`src/rtl/qreg_param.sv`:
```
// Parametrised Booth multiplier Q register with appended Qm1 bit, shift counter and recode outputs.
// Optional build macro QREG_RADIX4_EN selects two-bit (radix-4) shift steps.
module qreg_param #(
    parameter int WIDTH = 8,
    parameter int CW    = $clog2(WIDTH + 1)
) (
    input  logic             clock,
    input  logic             reset,
    input  logic [1:0]       ctrl,
    input  logic [1:0]       si,
    input  logic [WIDTH-1:0] d,
    output logic [WIDTH-1:0] q,
    output logic             qm1,
    output logic [1:0]       booth_op,
    output logic [2:0]       booth_grp,
    output logic             so,
    output logic [CW-1:0]    shift_cnt,
    output logic             done,
    output logic             ovf
);

    localparam logic [1:0] CTRL_LOAD  = 2'b00;
    localparam logic [1:0] CTRL_CLEAR = 2'b01;
    localparam logic [1:0] CTRL_SHIFT = 2'b10;
    localparam logic [1:0] CTRL_HOLD  = 2'b11;

`ifdef QREG_RADIX4_EN
    localparam int STEP = 2;

    generate
        if ((WIDTH % 2) != 0) begin : g_width_odd
            $error("qreg_param: WIDTH must be even when QREG_RADIX4_EN is defined");
        end
    endgenerate
`else
    localparam int STEP = 1;

    // Radix-2 shifts only consume si[0].
    logic unused_si;
    assign unused_si = si[1];
`endif

    generate
        if (WIDTH < 2) begin : g_width_small
            $error("qreg_param: WIDTH must be at least 2");
        end
    endgenerate

    localparam logic [CW-1:0] CNT_FULL = CW'(WIDTH);
    localparam logic [CW-1:0] CNT_STEP = CW'(STEP);

    logic [WIDTH-1:0] q_q, q_d;
    logic             qm1_q, qm1_d;
    logic [CW-1:0]    cnt_q, cnt_d;
    logic             ovf_q, ovf_d;
    logic             full;

    assign full = (cnt_q == CNT_FULL);

    always_comb begin
        q_d   = q_q;
        qm1_d = qm1_q;
        cnt_d = cnt_q;
        ovf_d = 1'b0;
        unique case (ctrl)
            CTRL_LOAD: begin
                q_d   = d;
                qm1_d = 1'b0;
                cnt_d = '0;
            end
            CTRL_CLEAR: begin
                q_d   = '0;
                qm1_d = 1'b0;
                cnt_d = '0;
            end
            CTRL_SHIFT: begin
                // Once the counter is full the shift is refused and flagged instead.
                if (full) begin
                    ovf_d = 1'b1;
                end else begin
                    q_d   = q_q >> STEP;
                    qm1_d = q_q[STEP-1];
                    cnt_d = cnt_q + CNT_STEP;
`ifdef QREG_RADIX4_EN
                    q_d[WIDTH-1 -: 2] = si;
`else
                    q_d[WIDTH-1] = si[0];
`endif
                end
            end
            CTRL_HOLD: begin
            end
            default: begin
            end
        endcase
    end

    always_ff @(posedge clock) begin
        if (reset) begin
            q_q   <= '0;
            qm1_q <= 1'b0;
            cnt_q <= '0;
            ovf_q <= 1'b0;
        end else begin
            q_q   <= q_d;
            qm1_q <= qm1_d;
            cnt_q <= cnt_d;
            ovf_q <= ovf_d;
        end
    end

    assign q         = q_q;
    assign qm1       = qm1_q;
    assign booth_op  = {q_q[0], qm1_q};
    assign booth_grp = {q_q[1], q_q[0], qm1_q};
    assign so        = q_q[0];
    assign shift_cnt = cnt_q;
    assign done      = full;
    assign ovf       = ovf_q;

endmodule

```
`config.mk`:
```
export PLATFORM = sky130hd
export DESIGN_NAME = qreg_param
export DESIGN_NICKNAME = d
export VERILOG_FILES = /design/src/rtl/qreg_param.sv
export SDC_FILE = /design/constraint.sdc
export NUM_CORES = 1
export LEC_CHECK = 0
export BUFFER_PORTS_ARGS = -buffer_cell sky130_fd_sc_hd__buf_2
export CAP_MARGIN = 20
export CELL_PAD_IN_SITES_DETAIL_PLACEMENT = 2
export CELL_PAD_IN_SITES_GLOBAL_PLACEMENT = 2
export CORE_UTILIZATION = 25
export CTS_CLUSTER_SIZE = 12
export DETAILED_ROUTE_END_ITERATION = 12
export HOLD_SLACK_MARGIN = 0.15
export PLACE_DENSITY = 0.77
export SLEW_MARGIN = 20
export SYNTH_ARGS = -nofsm -noshare
export SYNTH_HDL_FRONTEND = slang
export SYNTH_SLANG_ARGS = --single-unit
```
`constraint.sdc`:
```
create_clock -name clock -period 1.91 [get_ports clock]
set_input_delay 0 -clock clock [delete_from_list [all_inputs] [get_ports clock]]
set_output_delay 0 -clock clock [all_outputs]
set_load 0.02 [all_outputs]
```
==> out/qor_table.md <==
| Result | Value |
|---|---|
| Proportion of layout cells with a drive suffix above 1 | 31.6% |
| Global-route total usage across every layer | 15.2% |
| Final HPWL DP | 1640 um |
| Synth warnings | 0 |
| GPL Wtd Cong | 0.732 |
| Die height | 59.1 um |
| Number of max-capacitance violations reported | 0 |
| Starting Density | 26.5% |
| VDD IR-drop max | 0.398 mV |
| Final instance area | 1110 sq um |
| Number of nets still failing antenna checks after routing | 0 |
| Number of hold violations in the final report | 0 |
| Pin count of the biggest net entering global routing | 24 |
| Vias in the first global route | 821 |
| Die extent in x | 59.1 um |
| H-tree depth | 1 |
| Met3 usage | 5.02% |
| Maximum clock frequency | 616 MHz |
| Count of routing violations after the opening detailed-route iteration | 7 |
| Number of standard cells after synthesis | 97 |
| Mean area per synthesized cell | 8.40 sq um |
| Drt pass-1 iters | 4 |
| TritonCTS clock tree | built |
| DRC viols | 0 |
| Cell types occupying the most area after synthesis | dfxtp_1, a211o_1, a21oi_1 |
| Vias | 829 |
| Nets@finish | 152 |
| Cell at the root of the clock tree | clkbuf_4 |
| Synth Register Bits | 14 |
| Global routing usage on met1 | 16.3% |
| Count of instances resized after the clock tree is built | 0 |
| Cell type with the largest total area after synthesis | dfxtp_1 |
| Number of setup violations in the final report | 0 |
| IO buf count | 33 |
| Cell area after technology mapping | 815 sq um |
| Total placed instance area | 972 sq um |
| Post-CTS Setup Inserts | 0 |
| Count of different cell masters after synthesis | 22 |
| Worst-case setup margin in the final layout | 0.286 ns |
| CP endpoint kind | register |
| Kind of launch point of the worst setup path | register |
| Fraction of post-synthesis cell area in the top cell type by area | 34.4% |
| Total wirelength of the detailed-routed design | 2460 um |
| Antenna cells | 0 |
| Post-Synthesis Net Count | 115 |
| Number of ports placed on the die boundary | 35 |
| Clock-pin slew reported for the worst setup and hold paths after clock tree synthesis | 0.09 ns |
| Data arrival time of the critical path | 1.85 ns |
| Placed cell count | 163 |
| Proportion of synthesized chip area in sequential cells | 34.4% |
| Number of placement rows | 20 |
| Required time of the worst setup path | 2.14 ns |
| Period minus WS final | 1.62 ns |
| Worst slack, placed | 0.310 ns |
| Slew at the pin closest to its max-slew limit | 0.426 ns |
| Number of sinks handled by clock tree synthesis | 14 |
| RSZ-0062 raised after global routing | no |
| Static leakage | 0.493 nW |
| Total power divided by cell area | 614 nW/um^2 |
| Launch point of the worst hold path | ctrl[1] |
| Tightest slew margin relative to the limit | 71.6% |
| Classification of the worst-slack hold path | input pin to register |
| Number of buffers on the longest clock path | 2 |
| DIE AREA | 3490 sq um |
| Via-to-Cell Ratio | 4.68 |
| Average detailed-routed wire length per instance | 13.9 um |
| Filler-free cell count of the finished design | 177 |
| Number of hold buffers added after CTS | 10 |
| Top Usage Layer GRT | met2 |
| Number of CTS-inserted buffers | 3 |
| Worst r2r src | shift_cnt[0]$_SDFFE_PP0P_ |
| Ratio of final minimum period to clock period | 85.0% |
| Core footprint | 3080 sq um |
| Outcome | completed |
| Max Fanout on Critical Path | 6 |
| Worst setup startpoint | shift_cnt[0]$_SDFFE_PP0P_ |
| Area added between synthesis and finish | 36.1% |
| Met2 usage in global routing | 27.9% |
| Remaining Overflow, GRT | 0 |
| Type of the setup path with the least slack | register to register |
| Clk_skew | 0.00292 ns |
| Setup TNS after final layout | 0 ns |
| Worst-Skew Late Latency | 0.29 ns |
| Wire length of the first global-routing pass | 3900 um |
| Number of pins with negative max-slew slack in the final report | 0 |
| Initial antenna violation count | 0 |
-- final timing paths --
| path | slack, ns | to | cells after the start |
|---|---|---|---|
| worst max-delay path | 0.29 | shift_cnt[2]$_SDFFE_PP0P_ | 6 |
| worst min-delay path | 0.29 | ovf$_SDFF_PP0_ | 3 |
| worst min register to register | 0.49 | q[2]$_SDFFE_PP0P_ | 2 |
| worst max register to register | 0.29 | shift_cnt[2]$_SDFFE_PP0P_ | 6 |
-- layout by cell type (no fill, tap or decap) --
| cell | instances |
|---|---|
| buf_2 | 33 |
| dfxtp_1 | 14 |
| o21ai_0 | 12 |
| a21oi_1 | 12 |
| dlygate4sd3_1 | 10 |
| nand2_1 | 9 |
| nand3b_1 | 8 |
| a211o_1 | 8 |
| ha_1 | 4 |
| inv_1 | 3 |
| clkbuf_4 | 3 |
| nand4b_1 | 2 |
| nand3_1 | 2 |
| or3_1 | 2 |
| buf_4 | 2 |
| nand3b_4 | 1 |
| inv_2 | 1 |
| and4b_2 | 1 |
| nand2b_1 | 1 |
| a31oi_1 | 1 |
| nor3b_1 | 1 |
| nor2b_1 | 1 |
| or4b_1 | 1 |
| clkbuf_8 | 1 |
-- final cells by class --
class	instances	area, sq um
Fill cell	372	1970
Sequential cell	14	280
Inverter	4	15.0
Timing Repair Buffer	45	280
Clock buffer	4	36.3
Tap cell	44	55.1
Multi-Input combinational cell	66	442
-- worst max-delay path, cell delays in order (launching register included) --
cell and delay, ns:
dfxtp_1 0.42, inv_1 0.07, ha_1 0.24, nand3b_4 0.11
inv_2 0.05, or4b_1 0.51, a21oi_1 0.16
-- power breakdown --
part	internal [mW]	switching, mW
clock	0.116	0.112
combinational	0.0648	0.0745
sequential	0.303	0.00964
total	0.484	0.196
-- synthesized netlist by cell type, drive strengths merged --
cell type / instances
nand3b: 9
dfxtp: 14
a211o: 8
clkbuf: 4
nor3b: 1
nor2b: 1
buf: 9
nand3: 2
and4b: 1
or3: 2
inv: 4
ha: 4
a21oi: 12
nand2: 9
o21ai: 12
a31oi: 1
or4b: 1
nand2b: 1
nand4b: 2
-- kinds of logic after synthesis --
| logic type | share of synthesized area, % |
|---|---|
| buffers and inverters | 11.4 |
| adder cells (fa/ha/maj) | 6.14 |
| flip-flops | 34.4 |
| AO/OA/AOI/OAI | 24.1 |
| AND/OR/NAND/NOR | 24.0 |
-- registers in the layout, indices dropped and copies added (netlist names) --
signal and flops:
shift_cnt 4, qm1 1, ovf 1, q 8
-- per-layer routing --
metal | part of all wire, % | vias up
met3 | 5.1 | 4
met4 | 1.0 | 0
li1 | - | 415
met5 | 0 | -
met2 | 53 | 22
met1 | 41 | 388
-- metrics by stage --
step	power (mW)	util, %	hold WS (ns)
final	0.680	36.0	0.289
after CTS	0.693	36.0	0.283
after floorplan	0.404	-	0.0691
after global placement	0.439	31.6	0.361
after detailed placement	0.445	31.6	0.375
after global routing	0.714	36.0	0.299
Note: power is estimated with default switching activity, not from simulation.
